[src/rtl/forwarding_unit_pkg.sv]
// Shared definitions for the forwarding unit: select width and encodings,
// default register-address width, and the select-priority helper.
package forwarding_unit_pkg;

    localparam int unsigned FORW_SEL_LEN         = 2;
    localparam int unsigned REG_ADDR_LEN_DEFAULT = 5;

    typedef enum logic [FORW_SEL_LEN-1:0] {
        FORW_SEL_REG = 2'd0,
        FORW_SEL_MEM = 2'd1,
        FORW_SEL_WB  = 2'd2
    } forw_sel_e;

    // The producer sitting in EXE at issue time is in MEM during the
    // consumer's EXE cycle, so it wins over the older MEM-slot producer.
    function automatic forw_sel_e pick_sel(input logic hit_exe, input logic hit_mem);
        if (hit_exe) return FORW_SEL_MEM;
        if (hit_mem) return FORW_SEL_WB;
        return FORW_SEL_REG;
    endfunction

endpackage

[src/rtl/forwarding_unit_dest_slot.sv]
// One pipeline-stage shadow register holding {valid, wb_en, mem_read, dest}.
// A bubble load clears the slot instead of capturing the inputs.
module dest_slot
    import forwarding_unit_pkg::*;
#(
    parameter int unsigned REG_ADDR_LEN = REG_ADDR_LEN_DEFAULT
) (
    input  logic                    clk,
    input  logic                    rst,
    input  logic                    bubble,
    input  logic                    in_valid,
    input  logic                    in_wb_en,
    input  logic                    in_mem_read,
    input  logic [REG_ADDR_LEN-1:0] in_dest,
    output logic                    out_valid,
    output logic                    out_wb_en,
    output logic                    out_mem_read,
    output logic [REG_ADDR_LEN-1:0] out_dest
);

    logic                    valid_d, valid_q;
    logic                    wb_en_d, wb_en_q;
    logic                    mem_read_d, mem_read_q;
    logic [REG_ADDR_LEN-1:0] dest_d, dest_q;

    // Next slot contents: all-zero bubble or the incoming stage fields.
    always_comb begin
        valid_d    = 1'b0;
        wb_en_d    = 1'b0;
        mem_read_d = 1'b0;
        dest_d     = '0;
        if (!bubble) begin
            valid_d    = in_valid;
            wb_en_d    = in_wb_en;
            mem_read_d = in_mem_read;
            dest_d     = in_dest;
        end
    end

    // Slot register with synchronous clear.
    always_ff @(posedge clk) begin
        if (rst) begin
            valid_q    <= 1'b0;
            wb_en_q    <= 1'b0;
            mem_read_q <= 1'b0;
            dest_q     <= '0;
        end else begin
            valid_q    <= valid_d;
            wb_en_q    <= wb_en_d;
            mem_read_q <= mem_read_d;
            dest_q     <= dest_d;
        end
    end

    assign out_valid    = valid_q;
    assign out_wb_en    = wb_en_q;
    assign out_mem_read = mem_read_q;
    assign out_dest     = dest_q;

endmodule

[src/rtl/forwarding_unit.sv]
// EXE-stage forwarding select generation and load-use stall detection.
// Tracks EXE/MEM/WB destinations in three dest_slot shadow registers.
// Build option FORWARDING_EN: when undefined, selects are constant 0 and
// any in-flight producer of a used source stalls ID.
module forwarding_unit
    import forwarding_unit_pkg::*;
#(
    parameter int unsigned REG_ADDR_LEN  = REG_ADDR_LEN_DEFAULT,
    parameter int unsigned STALL_CNT_LEN = 32
) (
    input  logic                     clk,
    input  logic                     rst,
    input  logic                     id_valid,
    input  logic [REG_ADDR_LEN-1:0]  id_src1,
    input  logic [REG_ADDR_LEN-1:0]  id_src2,
    input  logic                     id_is_imm,
    input  logic                     id_is_store,
    input  logic                     id_wb_en,
    input  logic                     id_mem_read,
    input  logic [REG_ADDR_LEN-1:0]  id_dest,
    input  logic                     flush,
    output logic [FORW_SEL_LEN-1:0]  val1_sel,
    output logic [FORW_SEL_LEN-1:0]  val2_sel,
    output logic [FORW_SEL_LEN-1:0]  ST_val_sel,
    output logic                     hazard_stall,
    output logic [STALL_CNT_LEN-1:0] stall_count
);

    logic                    exe_valid, exe_wb_en, exe_mem_read;
    logic [REG_ADDR_LEN-1:0] exe_dest;
    logic                    mem_valid, mem_wb_en, mem_mem_read;
    logic [REG_ADDR_LEN-1:0] mem_dest;
    logic                    wb_valid, wb_wb_en, wb_mem_read;
    logic [REG_ADDR_LEN-1:0] wb_dest;
    logic                    exe_bubble;

    dest_slot #(.REG_ADDR_LEN(REG_ADDR_LEN)) u_exe_slot (
        .clk          (clk),
        .rst          (rst),
        .bubble       (exe_bubble),
        .in_valid     (id_valid),
        .in_wb_en     (id_wb_en),
        .in_mem_read  (id_mem_read),
        .in_dest      (id_dest),
        .out_valid    (exe_valid),
        .out_wb_en    (exe_wb_en),
        .out_mem_read (exe_mem_read),
        .out_dest     (exe_dest)
    );

    dest_slot #(.REG_ADDR_LEN(REG_ADDR_LEN)) u_mem_slot (
        .clk          (clk),
        .rst          (rst),
        .bubble       (1'b0),
        .in_valid     (exe_valid),
        .in_wb_en     (exe_wb_en),
        .in_mem_read  (exe_mem_read),
        .in_dest      (exe_dest),
        .out_valid    (mem_valid),
        .out_wb_en    (mem_wb_en),
        .out_mem_read (mem_mem_read),
        .out_dest     (mem_dest)
    );

    dest_slot #(.REG_ADDR_LEN(REG_ADDR_LEN)) u_wb_slot (
        .clk          (clk),
        .rst          (rst),
        .bubble       (1'b0),
        .in_valid     (mem_valid),
        .in_wb_en     (mem_wb_en),
        .in_mem_read  (mem_mem_read),
        .in_dest      (mem_dest),
        .out_valid    (wb_valid),
        .out_wb_en    (wb_wb_en),
        .out_mem_read (wb_mem_read),
        .out_dest     (wb_dest)
    );

    function automatic logic produces(input logic v, input logic w,
                                      input logic [REG_ADDR_LEN-1:0] d,
                                      input logic [REG_ADDR_LEN-1:0] r);
        return v && w && (d == r) && (r != '0);
    endfunction

    logic src2_used;
    logic exe_hit1, exe_hit2, mem_hit1, mem_hit2;
    logic unused_wb;

    // Producer matches of the ID sources against the shadow slots.
    always_comb begin
        src2_used = !id_is_imm || id_is_store;
        exe_hit1  = produces(exe_valid, exe_wb_en, exe_dest, id_src1);
        exe_hit2  = produces(exe_valid, exe_wb_en, exe_dest, id_src2);
        mem_hit1  = produces(mem_valid, mem_wb_en, mem_dest, id_src1);
        mem_hit2  = produces(mem_valid, mem_wb_en, mem_dest, id_src2);
    end

`ifdef FORWARDING_EN
    // Only a load still in EXE cannot be forwarded in time.
    always_comb begin
        hazard_stall = id_valid && !flush && exe_mem_read &&
                       (exe_hit1 || (src2_used && exe_hit2));
        exe_bubble   = hazard_stall || flush || !id_valid;
    end

    assign unused_wb = ^{wb_valid, wb_wb_en, wb_mem_read, wb_dest};
`else
    logic wb_hit1, wb_hit2;

    // Without forwarding, wait until every producer of a used source retires.
    always_comb begin
        wb_hit1      = produces(wb_valid, wb_wb_en, wb_dest, id_src1);
        wb_hit2      = produces(wb_valid, wb_wb_en, wb_dest, id_src2);
        hazard_stall = id_valid && !flush &&
                       (exe_hit1 || mem_hit1 || wb_hit1 ||
                        (src2_used && (exe_hit2 || mem_hit2 || wb_hit2)));
        exe_bubble   = hazard_stall || flush || !id_valid;
    end

    assign unused_wb = wb_mem_read;
`endif

    forw_sel_e                val1_sel_d, val1_sel_q;
    forw_sel_e                val2_sel_d, val2_sel_q;
    forw_sel_e                st_val_sel_d, st_val_sel_q;
    logic [STALL_CNT_LEN-1:0] stall_count_d, stall_count_q;

    // Selects for the instruction entering EXE; bubbles carry zero selects.
    always_comb begin
        val1_sel_d   = FORW_SEL_REG;
        val2_sel_d   = FORW_SEL_REG;
        st_val_sel_d = FORW_SEL_REG;
`ifdef FORWARDING_EN
        if (!exe_bubble) begin
            val1_sel_d = pick_sel(exe_hit1, mem_hit1);
            if (!id_is_imm)  val2_sel_d   = pick_sel(exe_hit2, mem_hit2);
            if (id_is_store) st_val_sel_d = pick_sel(exe_hit2, mem_hit2);
        end
`endif
    end

    // Saturating count of stall cycles.
    always_comb begin
        stall_count_d = stall_count_q;
        if (hazard_stall && (stall_count_q != '1))
            stall_count_d = stall_count_q + STALL_CNT_LEN'(1);
    end

    // Select and counter registers.
    always_ff @(posedge clk) begin
        if (rst) begin
            val1_sel_q    <= FORW_SEL_REG;
            val2_sel_q    <= FORW_SEL_REG;
            st_val_sel_q  <= FORW_SEL_REG;
            stall_count_q <= '0;
        end else begin
            val1_sel_q    <= val1_sel_d;
            val2_sel_q    <= val2_sel_d;
            st_val_sel_q  <= st_val_sel_d;
            stall_count_q <= stall_count_d;
        end
    end

    assign val1_sel    = val1_sel_q;
    assign val2_sel    = val2_sel_q;
    assign ST_val_sel  = st_val_sel_q;
    assign stall_count = stall_count_q;

endmodule

[config.mk]
export PLATFORM = sky130hd
export DESIGN_NAME = forwarding_unit
export DESIGN_NICKNAME = d
export VERILOG_FILES = /design/src/rtl/forwarding_unit_pkg.sv /design/src/rtl/forwarding_unit_dest_slot.sv /design/src/rtl/forwarding_unit.sv
export SDC_FILE = /design/constraint.sdc
export NUM_CORES = 1
export LEC_CHECK = 0
export ABC_CLOCK_PERIOD_IN_PS = 2900
export CAP_MARGIN = 0
export CELL_PAD_IN_SITES_DETAIL_PLACEMENT = 2
export CELL_PAD_IN_SITES_GLOBAL_PLACEMENT = 2
export CORE_MARGIN = 4
export CORE_UTILIZATION = 30
export CTS_CLUSTER_DIAMETER = 60
export DETAILED_ROUTE_END_ITERATION = 10
export PLACE_DENSITY_LB_ADDON = 0.1
export RECOVER_POWER = 25
export SETUP_SLACK_MARGIN = 0.2
export SYNTH_ARGS = -nofsm -noshare
export SYNTH_HDL_FRONTEND = slang
export SYNTH_SLANG_ARGS = --single-unit
[constraint.sdc]
create_clock -name clk -period 2.9 [get_ports clk]
set_input_delay 0.435 -clock clk [delete_from_list [all_inputs] [get_ports clk]]
set_output_delay 0.435 -clock clk [all_outputs]
set_load 0.005 [all_outputs]
==> results of run 1 <==
cell type report:
type | count | area [sq um]
Fill cell | 1017 | 5080
Multi-Input combinational cell | 243 | 1710
Sequential cell | 53 | 1070
Timing Repair Buffer | 78 | 731
Tap cell | 108 | 135
Clock buffer | 5 | 68.8
Clock inverter | 3 | 28.8
Inverter | 5 | 18.8
registers in the layout, indices dropped and copies added (netlist names), 5 cells and up:
signal / count
u_wb_slot.out_dest: 5
stall_count: 32
u_exe_slot.out_dest: 5
u_mem_slot.out_dest: 5
how the worst max path moves through the flow:
stage / slack (ns) / startpoint / end
3_5_place_dp: -0.47 / id_src1[4] / hazard_stall
4_1_cts: 0.16 / id_src2[4] / hazard_stall
6_report: 0.23 / id_src1[4] / stall_count[19]
3_3_place_gp: -0.35 / id_src1[3] / hazard_stall
2_1_floorplan: 0.43 / id_src1[1] / stall_count[28]
5_1_grt: 0.13 / id_src1[4] / stall_count[8]
cells in the final DEF (no fill, tap or decap), types with 8 or more instances in the layout:
cell type,instances
a21oi_1,15
buf_4,21
clkdlybuf4s50_1,38
dfxtp_1,45
dfxtp_2,8
mux2_2,10
nand2_1,15
nand3_1,14
nand4_1,12
nor2_1,15
nor2b_1,24
nor3_1,11
o31ai_1,16
or4_1,15
xnor2_1,16
xor2_1,8
power by group through the flow:
stage	logic, mW	clock network, mW	registers [mW]
global route	0.118	0.519	0.741
floorplan	0.0501	0	0.753
detailed placement	0.103	0	0.755
CTS	0.103	0.484	0.739
finish	0.109	0.469	0.739
global placement	0.0987	0	0.755
kinds of logic after synthesis:
group           share of synthesized area
compound gates                      0.120
xor+xnor                           0.0885
fa+ha+maj                         0.00451
buf+inv                            0.0515
flops                               0.383
mux                                0.0406
other cells                       0.00135
simple gates                        0.311
critical path, delay by kind of cell:
| kind | cells | cell delay [ns] |
|---|---|---|
| and+or+nand+nor | 4 | 1.24 |
| buffers and inverters | 3 | 0.58 |
| AOI/OAI and AO/OA | 2 | 0.45 |
| xor gates and xnor gates | 1 | 0.20 |
routing by layer:
layer	wire length (um)	global-route usage	vias to the layer above
li1	-	-	1282
met1	4680	0.230	1321
met2	4340	0.277	41
met3	198	0.0248	2
met4	38	0.0285	0
met5	0	0	-
timing repair:
item | 4_1_cts | 5_1_grt
setup endpoints to repair | 32 | 25
gates cloned | 0 | 0
resized for setup | 19 | 32
buffers inserted | 1 | 0
pin swaps | 8 | 11
==> out/qor.csv, run 1 <==
metric;value;unit
period_share;0.920;
core-area;8850;sq um
wl;9260;um
yosys_warnings;0;
intPower;971;uW
cts_root_buffer;clkbuf_8;
skew;0.0144;ns
grt_overflow;0;
die_y;104;um
fmax;375;MHz
tightest_slew;0.904;ns
r2r_setup_slack;0.27;ns
rows;34;
report.power.total;1.32;mW
worst_r2r_path_depth;9;
reg2reg_from;u_mem_slot.out_dest[1];
diodes;0;
dieWidth;104;um
ir_worst_vdd;0.183;mV
grt_max_degree;24;
dieArea;10800;sq um
cellLeakagePower;1.31;nW
maxCapViolations;0;
clkSlewWorstSetupHoldPaths;0.11;ns
synth_cell_type_count;40;
worstPathMaxFanout;11;
post_dp_cell_area;3530;sq um
switching_share;0.263;
routedWlPerCell;18.7;um
place.gp.congestion;0.775;
drtIter0Drc;53;
critPathMaxStageDelay;0.52;ns
htree_levels;2;
grt_pass1_wl;14900;um
drive_gt1_frac;0.207;
power_density;350;nW/um^2
synth_edf_count;0;
async_flop_share;0;
hp-class;reg2reg;
p_switching;346;uW
detail_route.first_pass.iterations;4;
vias;2646;
fin_crit;2.67;ns
fin_ws;0.231;ns
synthTopCellsByArea;dfxtp_1 (38%), xnor2_1 (6.3%), nor2b_1 (5.4%);
combPwrFrac;0.083;
place_inst;486;
hold_buffers;0;
crit_required;3.14;ns
whs;0.480;ns
antenna_found_initial;0;
pre_cts_slack;-0.469;ns
drc;0;
holdPathStages;1;
startpoint_type;input port;
synth-main-ff-cell;dfxtp_1;
drt-vias-per-instance;5.35;
synthesis.area;2770;sq um
worstSkewPairLatency;0.32;ns
cts_inserted_buffers;5;
hpwlAfterDp;6910;um
ys_seq_area_frac;0.383;
crit_chain;clkdlybuf4s15_2, xnor2_1, nand4_1, or3_4, and3_4, o32a_4, buf_6, buf_4, or4_4, a21oi_2;
crit_type;in2reg;
slew_viol_final;0;
finalSetupViolCount;0;
finalHoldViolCount;0;
clockBufferDepth;2;
hp-start;u_mem_slot.out_valid;
synth.most_common_cell;dfxtp_1;
synth_seq_cells;53;
cts_tree;built;
utilization;0.426;
crit_path_end_kind;flip-flop;
cp.arrival;2.91;ns
fin_nets;410;
ios;62;
syn_inst;318;
final_cells;495;
status;complete, no violations;
portBuffers;54;
start_util;0.313;
grt_usage;0.166;
tns;0;ns
synth_common_cells;dfxtp_1 (53), nor2b_1 (24), a21oi_1 (20), xnor2_1 (20), or4_1 (18);
critPathSlowestCell;or4_4;
min_to;u_wb_slot.out_valid;
slew-limit-headroom;0.397;
postRouteAntennaNets;0;
fin_area;3770;sq um
synth_top_area_cell;dfxtp_1;
grt_pass1_vias;2812;
seqPwrFrac;0.561;
syn_area_per_cell;8.72;sq um
yosysTopAreaCellShare;0.383;
cts.sinks;53;
synthToLayoutAreaGrowth;35.9;%
worst_r2r_endpoint;stall_count[19];
rsz0062_at_grt;no;
p_clk_frac;0.356;
Power figures use the tool's default switching activity.
==> run 2: changes to the inputs <==
--- a/config.mk
+++ b/config.mk
@@ -13,9 +13,9 @@
 export CORE_UTILIZATION = 30
 export CTS_CLUSTER_DIAMETER = 60
 export DETAILED_ROUTE_END_ITERATION = 10
-export PLACE_DENSITY_LB_ADDON = 0.1
+export PLACE_DENSITY = 0.76
 export RECOVER_POWER = 25
-export SETUP_SLACK_MARGIN = 0.2
+export SETUP_SLACK_MARGIN = 0.02
 export SYNTH_ARGS = -nofsm -noshare
 export SYNTH_HDL_FRONTEND = slang
 export SYNTH_SLANG_ARGS = --single-unit
==> run 2 against run 1 <==
  * The run now ends with max-capacitance violations, max-slew violations left
  * Sequential share of layout area is 0.33 points higher
  * Final cell count decreased by 1.0%
  * Worst hold slack worse by 0.036 ns
  * Combinational power down 6%
  * Critical path type unchanged
  * Critical endpoint is now stall_count[5]
  * Largest power group unchanged
==> out/qor.csv, run 2 (synthesized netlist as in run 1, its figures left out) <==
metric;value;unit
fin_nets;405;
finalSetupViolCount;0;
r2r_setup_slack;0.21;ns
finalHoldViolCount;0;
final_cells;490;
hpwlAfterDp;6340;um
portBuffers;54;
rsz0062_at_grt;no;
status;finished, violations left;
final_common_cell;dfxtp_1;
ir_worst_vdd;0.200;mV
period_share;0.933;
diodes;0;
path_depth;10;
crit_path_end;stall_count[5];
drt-vias-per-instance;5.37;
worstSkewPairLatency;0.31;ns
ios;62;
cts.sinks;53;
start_util;0.313;
worstPathMaxFanout;26;
cp-startpoint;id_src1[1];
clkSlewWorstSetupHoldPaths;0.10;ns
cts_root_buffer;clkbuf_8;
cp.arrival;2.91;ns
reg2reg_from;u_exe_slot.out_dest[1];
grt_usage;0.153;
drc;0;
grt_overflow;0;
tightest_slew;2.02;ns
postRouteAntennaNets;0;
multi_input_area;1660;sq um
power_density;369;nW/um^2
path_buf_inv;3;
vias;2632;
cts_inserted_buffers;5;
synthToLayoutAreaGrowth;34.3;%
drtIter0Drc;47;
fillers;992;
detail_route.first_pass.iterations;4;
wl;8410;um
cpLargestDelayFamily;simple AND/OR/NAND/NOR gates;
crit_chain;clkdlybuf4s15_2, xnor2_2, nand4_1, or3_1, and3_4, o32a_4, buf_4, buf_12, nor4_1, mux2_2;
fmax;370;MHz
drive_gt1_frac;0.168;
fin_area;3720;sq um
clockBufferDepth;2;
critPathMaxStageDelay;0.38;ns
grt_max_degree;46;
dieArea;10800;sq um
hold_buffers;0;
die_y;104;um
cellLeakagePower;1.29;nW
regArea;1070;sq um
hp-class;in2reg;
place_inst;481;
skew;0.00979;ns
slew-limit-headroom;-0.346;
startpoint_type;input port;
critPathSlowestCell;or3_1;
antenna_found_initial;0;
core-area;8850;sq um
cts_tree;built;
tns;0;ns
slew_viol_final;46;
fin_crit;2.71;ns
crit_type;in2reg;
rows;34;
largest_register_ffs;32;
htree_levels;2;
routedWlPerCell;17.2;um
final_cell_mix;dfxtp_1 (47), clkdlybuf4s50_1 (37), nor2b_1 (24);
post_dp_cell_area;3510;sq um
crit_required;3.11;ns
crit_path_end_kind;flip-flop;
violations;max-capacitance violations, max-slew violations;
report.power.total;1.37;mW
place.gp.congestion;0.799;
grt_pass1_wl;13900;um
worst_r2r_endpoint;stall_count[5];
maxCapViolations;1;
grt_pass1_vias;2821;
dieWidth;104;um
worst_r2r_path_depth;9;
run 2: cell type report:
| type | count | share of cell area |
|---|---|---|
| multi-input combinational | 243 | 0.446 |
| inverter | 5 | 0.00504 |
| clock buffer | 7 | 0.0232 |
| clock inverter | 1 | 0.00807 |
| sequential | 53 | 0.288 |
| tap | 108 | 0.0363 |
| timing repair buffer | 73 | 0.194 |
run 2: how the worst min path moves through the flow:
stage | to | cells past startpoint | startpoint | slack [ns]
finish | u_mem_slot.out_dest[4] | 2 | rst | 0.44
CTS | u_mem_slot.out_dest[4] | 2 | rst | 0.44
detailed placement | u_mem_slot.out_wb_en | 1 | u_exe_slot.out_wb_en | 0.46
global placement | u_mem_slot.out_valid | 1 | u_exe_slot.out_valid | 0.44
global route | u_mem_slot.out_wb_en | 2 | rst | 0.47
floorplan | u_mem_slot.out_wb_en | 1 | u_exe_slot.out_wb_en | 0.44
run 2: metrics by stage:
step | utilization | hold slack, ns | setup slack, ns
6_report | 0.421 | 0.444 | 0.194
5_1_grt | 0.421 | 0.467 | 0.0573
4_1_cts | 0.417 | 0.443 | 0.0222
3_5_place_dp | 0.397 | 0.462 | -0.387
3_3_place_gp | 0.397 | 0.443 | -0.329
2_1_floorplan | - | 0.438 | 0.426
run 2: power breakdown:
| part | switching, mW | internal (mW) | total [mW] |
|---|---|---|---|
| clock network | 0.249 | 0.282 | 0.531 |
| logic | 0.0487 | 0.0542 | 0.103 |
| registers | 0.00534 | 0.732 | 0.738 |
run 2: what timing repair did:
action,in CTS,in global routing
setup buffers,1,0
hold endpoints to repair,0,0
setup endpoints to repair,4,1
resized for setup,30,9
pin swaps,8,2
run 2: per-layer routing:
layer | up-vias | global-route usage | routed length [um]
met1 | 1296 | 0.186 | 3720
li1 | 1276 | - | -
met3 | 8 | 0.0217 | 274
met5 | - | 0 | 0
met2 | 52 | 0.285 | 4340
met4 | 0 | 0.0294 | 78
==> run 3: changes to the inputs <==
--- a/config.mk
+++ b/config.mk
@@ -16,6 +16,7 @@
 export PLACE_DENSITY = 0.76
 export RECOVER_POWER = 25
 export SETUP_SLACK_MARGIN = 0.02
+export SLEW_MARGIN = 40
 export SYNTH_ARGS = -nofsm -noshare
 export SYNTH_HDL_FRONTEND = slang
 export SYNTH_SLANG_ARGS = --single-unit
==> results of run 3 <==
No change in the layout: final DEF, timing and power equal those of run 2.
